$ cat src/rtl/multicycle_sequencer.sv
// multicycle_sequencer
//   Multi-cycle control FSM for the 16-bit processor. It owns PC and IR, runs the
//   FETCH / DECODE / EXEC / MEM / WB phases, handshakes with variable-latency
//   instruction and data memories, and drives the datapath control lines.
//   Optional build macro: PERF_CNT_EN adds the cycle_cnt / instr_cnt counters.
module multicycle_sequencer #(
  parameter int              PC_W     = 8,
  parameter int              IW       = 16,
  parameter logic [PC_W-1:0] RESET_PC = '0
) (
  input  logic            clk,
  input  logic            reset,
  input  logic            run,
  output logic            imem_req,
  output logic [PC_W-1:0] imem_addr,
  input  logic            imem_ready,
  input  logic [IW-1:0]   imem_rdata,
  output logic [IW-1:0]   ir_out,
  output logic [PC_W-1:0] pc_out,
  input  logic            alu_zero,
  input  logic [PC_W-1:0] branch_target,
  input  logic [PC_W-1:0] jump_target,
  output logic            dmem_req,
  output logic            dmem_we,
  input  logic            dmem_ready,
  output logic            regdest,
  output logic            alusrc,
  output logic            memtoreg,
  output logic            regwrite,
  output logic            memread,
  output logic            memwrite,
  output logic            branch,
  output logic            jump,
  output logic            retire,
  output logic [2:0]      state_out
`ifdef PERF_CNT_EN
  ,
  output logic [15:0]     cycle_cnt,
  output logic [15:0]     instr_cnt
`endif
);

  typedef enum logic [2:0] {
    S_IDLE   = 3'd0,
    S_FETCH  = 3'd1,
    S_DECODE = 3'd2,
    S_EXEC   = 3'd3,
    S_MEM    = 3'd4,
    S_WB     = 3'd5
  } state_t;

  // Instruction classes; every opcode maps to exactly one of these.
  typedef enum logic [2:0] {
    CLS_R,
    CLS_I,
    CLS_LW,
    CLS_SW,
    CLS_J,
    CLS_BR
  } cls_t;

  state_t          state_q, state_d;
  logic [PC_W-1:0] pc_q, pc_d;
  logic [IW-1:0]   ir_q, ir_d;
  cls_t            cls;
  logic [PC_W-1:0] pc_inc;
  logic            retire_int;
  logic            static_en;

  // PC increment wraps naturally at the PC width.
  assign pc_inc = pc_q + PC_W'(1);

  // Classify the opcode held in IR[3:0].
  always_comb begin
    case (ir_q[3:0])
      4'd5, 4'd6:   cls = CLS_I;
      4'd7:         cls = CLS_LW;
      4'd8:         cls = CLS_SW;
      4'd9:         cls = CLS_J;
      4'd10, 4'd11: cls = CLS_BR;
      default:      cls = CLS_R;
    endcase
  end

  // Next-state, PC/IR update and retire detection.
  always_comb begin
    state_d    = state_q;
    pc_d       = pc_q;
    ir_d       = ir_q;
    retire_int = 1'b0;
    case (state_q)
      S_IDLE: begin
        if (run) state_d = S_FETCH;
      end
      S_FETCH: begin
        if (imem_ready) begin
          ir_d    = imem_rdata;
          state_d = S_DECODE;
        end
      end
      S_DECODE: state_d = S_EXEC;
      S_EXEC: begin
        case (cls)
          CLS_LW, CLS_SW: state_d = S_MEM;
          CLS_BR: begin
            pc_d       = alu_zero ? branch_target : pc_inc;
            retire_int = 1'b1;
          end
          CLS_J: begin
            pc_d       = jump_target;
            retire_int = 1'b1;
          end
          default: state_d = S_WB;
        endcase
      end
      S_MEM: begin
        if (dmem_ready) begin
          if (cls == CLS_LW) begin
            state_d = S_WB;
          end else begin
            pc_d       = pc_inc;
            retire_int = 1'b1;
          end
        end
      end
      S_WB: begin
        pc_d       = pc_inc;
        retire_int = 1'b1;
      end
      default: state_d = S_IDLE;
    endcase
    // run is only consulted at an instruction boundary.
    if (retire_int) state_d = run ? S_FETCH : S_IDLE;
  end

  // State, PC and IR registers; reset aborts any instruction in flight.
  always_ff @(posedge clk or negedge reset) begin
    if (!reset) begin
      state_q <= S_IDLE;
      pc_q    <= RESET_PC;
      ir_q    <= '0;
    end else begin
      state_q <= state_d;
      pc_q    <= pc_d;
      ir_q    <= ir_d;
    end
  end

  // Datapath controls: static ones from IR after decode, phase-specific ones per state.
  always_comb begin
    regdest   = 1'b0;
    alusrc    = 1'b0;
    memtoreg  = 1'b0;
    branch    = 1'b0;
    jump      = 1'b0;
    static_en = state_q inside {S_DECODE, S_EXEC, S_MEM, S_WB};
    if (static_en) begin
      case (cls)
        CLS_I:  begin regdest = 1'b1; alusrc = 1'b1; end
        CLS_LW: begin alusrc = 1'b1; memtoreg = 1'b1; end
        CLS_SW: alusrc = 1'b1;
        CLS_J:  jump = 1'b1;
        CLS_BR: branch = 1'b1;
        default: regdest = 1'b1;
      endcase
    end
    imem_req = (state_q == S_FETCH);
    dmem_req = (state_q == S_MEM);
    memread  = (state_q == S_MEM) && (cls == CLS_LW);
    memwrite = (state_q == S_MEM) && (cls == CLS_SW);
    dmem_we  = memwrite;
    regwrite = (state_q == S_WB);
  end

  assign imem_addr = pc_q;
  assign pc_out    = pc_q;
  assign ir_out    = ir_q;
  assign retire    = retire_int;
  assign state_out = state_q;

`ifdef PERF_CNT_EN
  logic [15:0] cycle_cnt_q, cycle_cnt_d;
  logic [15:0] instr_cnt_q, instr_cnt_d;

  // Busy-cycle and retired-instruction counters, both wrapping at 16 bits.
  always_comb begin
    cycle_cnt_d = cycle_cnt_q;
    instr_cnt_d = instr_cnt_q;
    if (state_q != S_IDLE) cycle_cnt_d = cycle_cnt_q + 16'd1;
    if (retire_int)        instr_cnt_d = instr_cnt_q + 16'd1;
  end

  // Counter registers, cleared by reset.
  always_ff @(posedge clk or negedge reset) begin
    if (!reset) begin
      cycle_cnt_q <= '0;
      instr_cnt_q <= '0;
    end else begin
      cycle_cnt_q <= cycle_cnt_d;
      instr_cnt_q <= instr_cnt_d;
    end
  end

  assign cycle_cnt = cycle_cnt_q;
  assign instr_cnt = instr_cnt_q;
`else
  // Counters not built: no extra state or ports.
`endif

endmodule

$ cat config.mk
export PLATFORM = sky130hd
export DESIGN_NAME = multicycle_sequencer
export DESIGN_NICKNAME = d
export VERILOG_FILES = /design/src/rtl/multicycle_sequencer.sv
export SDC_FILE = /design/constraint.sdc
export NUM_CORES = 1
export LEC_CHECK = 0
export BUFFER_PORTS_ARGS = -buffer_cell sky130_fd_sc_hd__buf_2
export CAP_MARGIN = 20
export CORE_ASPECT_RATIO = 1.75
export CORE_MARGIN = 2
export CORE_UTILIZATION = 46
export DETAILED_ROUTE_END_ITERATION = 10
export PLACE_DENSITY = 0.8
export RECOVER_POWER = 100
export SETUP_SLACK_MARGIN = 0.1
export SLEW_MARGIN = 5
export SYNTH_ARGS = -nofsm -noshare
export SYNTH_HDL_FRONTEND = slang
export SYNTH_SLANG_ARGS = --single-unit
$ cat constraint.sdc
create_clock -name clk -period 1.9 [get_ports clk]
set_input_delay 0.38 -clock clk [delete_from_list [all_inputs] [get_ports clk]]
set_output_delay 0.38 -clock clk [all_outputs]
set_load 0.05 [all_outputs]
==> impl_metrics.py <==
metrics = {
    "status": {
        "status": "complete, but fails checks",
        "violations": "setup timing",
    },
    "clock_tree": {
        "cts_made_buffers": 3,
        "cts_max_level": 1,
        "clk_latency_ns": 0.27,
        "cts_root_buffer": "clkbuf_8",
        "path_clk_slew_ns": 0.09,
        "cts_tree": "done",
        "clockBufferDepth": 2,
        "cts.sinks": 27,
    },
    "synthesis": {
        "synthDistinctLibCells": 53,
        "ys_top_cells_by_area": "dfrtp_1, mux2_2, buf_4, nand2_1, o22ai_1",
        "synth_compound_area_share_pct": 15.1,
        "yosysSeqAreaShare_pct": 38.3,
        "synthXorXnorAreaFrac_pct": 0.994,
        "avgSynthCellArea_sq_um": 10.6,
        "netlist.area_leader.share_pct": 38.3,
        "ys_warn_count": 0,
        "synth_area_sq_um": 1760,
        "synthAdderAreaFrac_pct": 0.710,
        "synth_ff_type": "dfrtp_1",
        "async_flop_share_pct": 100,
        "synth_edf_count": 0,
        "syn_nets": 206,
        "synth-simple-area-share_pct": 21.4,
        "synth_top_area_cell": "dfrtp_1",
        "postSynthCellCount": 167,
        "synthMuxAreaShare_pct": 14.3,
        "synth_top_family_by_area": "simple AND/OR/NAND/NOR gates",
        "synth.ff_latch_count": 27,
    },
    "critical_path": {
        "arrival_ns": 1.67,
        "start_kind": "flop",
        "crit_path_start": "ir_out[0]$_DFFE_PN0P_",
        "reg2reg_to": "ir_out[0]$_DFFE_PN0P_",
        "crit_required_ns": 1.52,
        "reg2reg_depth": 7,
        "endpoint": "memwrite",
        "criticalPathCategory": "reg -> out",
        "worstReg2RegStart": "state_out[2]$_DFFE_PN0P_",
        "critPathCaptureType": "primary output",
        "reg2reg_slack_ns": -0.02,
        "cp_max_fo": 5,
    },
    "drt": {
        "ant_nets": 0,
        "drt_wl_total_microns": 5540,
        "drc": 0,
        "post_drt_wl_per_cell_microns": 17.0,
        "drtPass1Iterations": 5,
        "vias": 1820,
        "via_per_inst": 5.58,
        "first_iter_violations": 72,
    },
    "die": {
        "die_y_microns": 85.9,
        "core_sq_um": 3660,
        "ios": 85,
        "fp.dieArea_sq_um": 4360,
        "start_util_pct": 48.1,
        "rows": 29,
        "fp.dieW_microns": 50.8,
    },
    "sta": {
        "fmax_mhz": 488,
        "fin_worst_skew_ns": 0.00198,
        "drv_slew": 0,
        "hold_ws_ns": 0.331,
        "relSlewSlack_pct": 2.49,
        "rsz0062_at_grt": "yes",
        "layout_setup_ws_ns": -0.149,
        "post-route-period-util_pct": 108,
        "finalSetupViolations": 11,
        "worst_pin_slew_ns": 1.46,
        "period_minus_slack_ns": 2.05,
        "hold_viol": 0,
    },
    "layout": {
        "diodes": 0,
        "final_core_util_pct": 77.6,
        "syn2layout_area_growth_pct": 61.3,
        "fin_cells": 326,
        "fillers": 259,
        "finalInstanceArea_sq_um": 2840,
        "num-nets-final": 320,
        "final_layout_size_suffix_gt1_share_pct": 60.7,
    },
    "grt": {
        "use_met3_pct": 3.48,
        "grt_remaining_overflow": 0,
        "busiest_layer": "met2",
        "grt_pass1_wl_microns": 7860,
        "antenna_found_initial": 0,
        "track_usage_pct": 23.4,
        "use_met2_pct": 46.2,
        "grt_pass1_vias": 1744,
        "use_met1_pct": 24.6,
        "grt_max_degree": 28,
    },
    "job": {
        "drv_cap": 0,
    },
    "min_path": {
        "hold_path_depth": 2,
        "min_from": "imem_rdata[15]",
        "hold_class": "in -> reg",
    },
    "placed_design": {
        "dpl_cell_area_sq_um": 2310,
        "port_buffers": 84,
        "dp.cells": 295,
        "routabilityCongestion": 0.837,
        "dpl.hpwl_microns": 3590,
    },
}
-- synthesized netlist by cell type (3+ instances only) --
cell      instances
inv_1             5
mux2_2           17
dfrtp_1          27
o22ai_1           7
nand2b_1          4
buf_4            10
nand3_1           7
nor3_1            6
nand2_1          12
buf_2             4
a21oi_1           3
a21o_1            3
nor2_1           11
mux2i_1           3
-- critical path, stage by stage, from the launching register on --
cell	delay, ns
dfrtp_2	0.45
or4b_4	0.57
nor3_4	0.19
buf_6	0.19
-- timing repair --
item	in CTS	in global routing
setup endpoints to repair	12	31
resized for setup	32	39
buffers inserted	5	23
pin swaps	4	12
hold buffers	0	0
gates cloned	0	1
-- area by class of cell --
cell class,instances,area (sq um),area share (%)
multi-input cells,116,1130,39.6
flip-flops and latches,27,683,24.0
inverters,6,25.0,0.880
repair buffers,127,906,31.9
clock buffers,4,45.0,1.58
well taps,46,57.6,2.02
-- cell families after synthesis --
group | count (synthesis)
simple gates | 59
mux | 22
fa+ha+maj | 1
buf+inv | 24
compound gates | 32
xor+xnor | 2
flops | 27
-- state kept, by name (all words and copies together), names as in the netlist --
register	cells
imem_addr	8
ir_out	16
state_out	3
-- cell usage in the layout, fill, tap and decap left out, types with 2 or more instances in the layout --
cell type  instances
a21oi_1            2
nand3_1            7
a21boi_0           2
nor2_2             2
and2_1             2
clkbuf_8           3
nor3_1             3
a221o_1            2
o22ai_1            7
buf_6             25
inv_1              4
a22oi_1            2
mux2_4            17
nand2_1           12
buf_2             57
a21o_1             3
buf_12             2
nand2b_4           2
nand2b_1           3
buf_8              2
mux2_2             2
dfrtp_2            6
buf_4             25
mux2i_1            3
nor2_1             5
nor3_4             3
clkbuf_1          16
and3_1             2
nor2_4             5
dfrtp_1           21
-- metrics by stage --
stage	worst slack, ns	setup TNS (ns)
global route	-0.199	-1.05
global placement	0.0859	0
detailed placement	0.0637	0
CTS	-0.140	-0.433
floorplan	-0.368	-2.71
finish	-0.149	-0.495
-- worst min path at each step --
stage / end / slack, ns
finish: ir_out[15]$_DFFE_PN0P_ / 0.33
global route: ir_out[1]$_DFFE_PN0P_ / 0.32
CTS: imem_addr[0]$_DFFE_PN0P_ / 0.13
detailed placement: imem_addr[0]$_DFFE_PN0P_ / 0.43
global placement: imem_addr[2]$_DFFE_PN0P_ / 0.42
floorplan: imem_addr[0]$_DFFE_PN0P_ / 0.08
-- metal layers --
metal | wire length (microns) | share of wire, %
met1 | 1900 | 34
met2 | 3220 | 58
met3 | 357 | 6.4
met4 | 70 | 1.3
met5 | 0 | 0
Power is left out: the tool's default activity adds up to more than one toggle a clock period on the data nets, which glitch-free logic cannot reach.
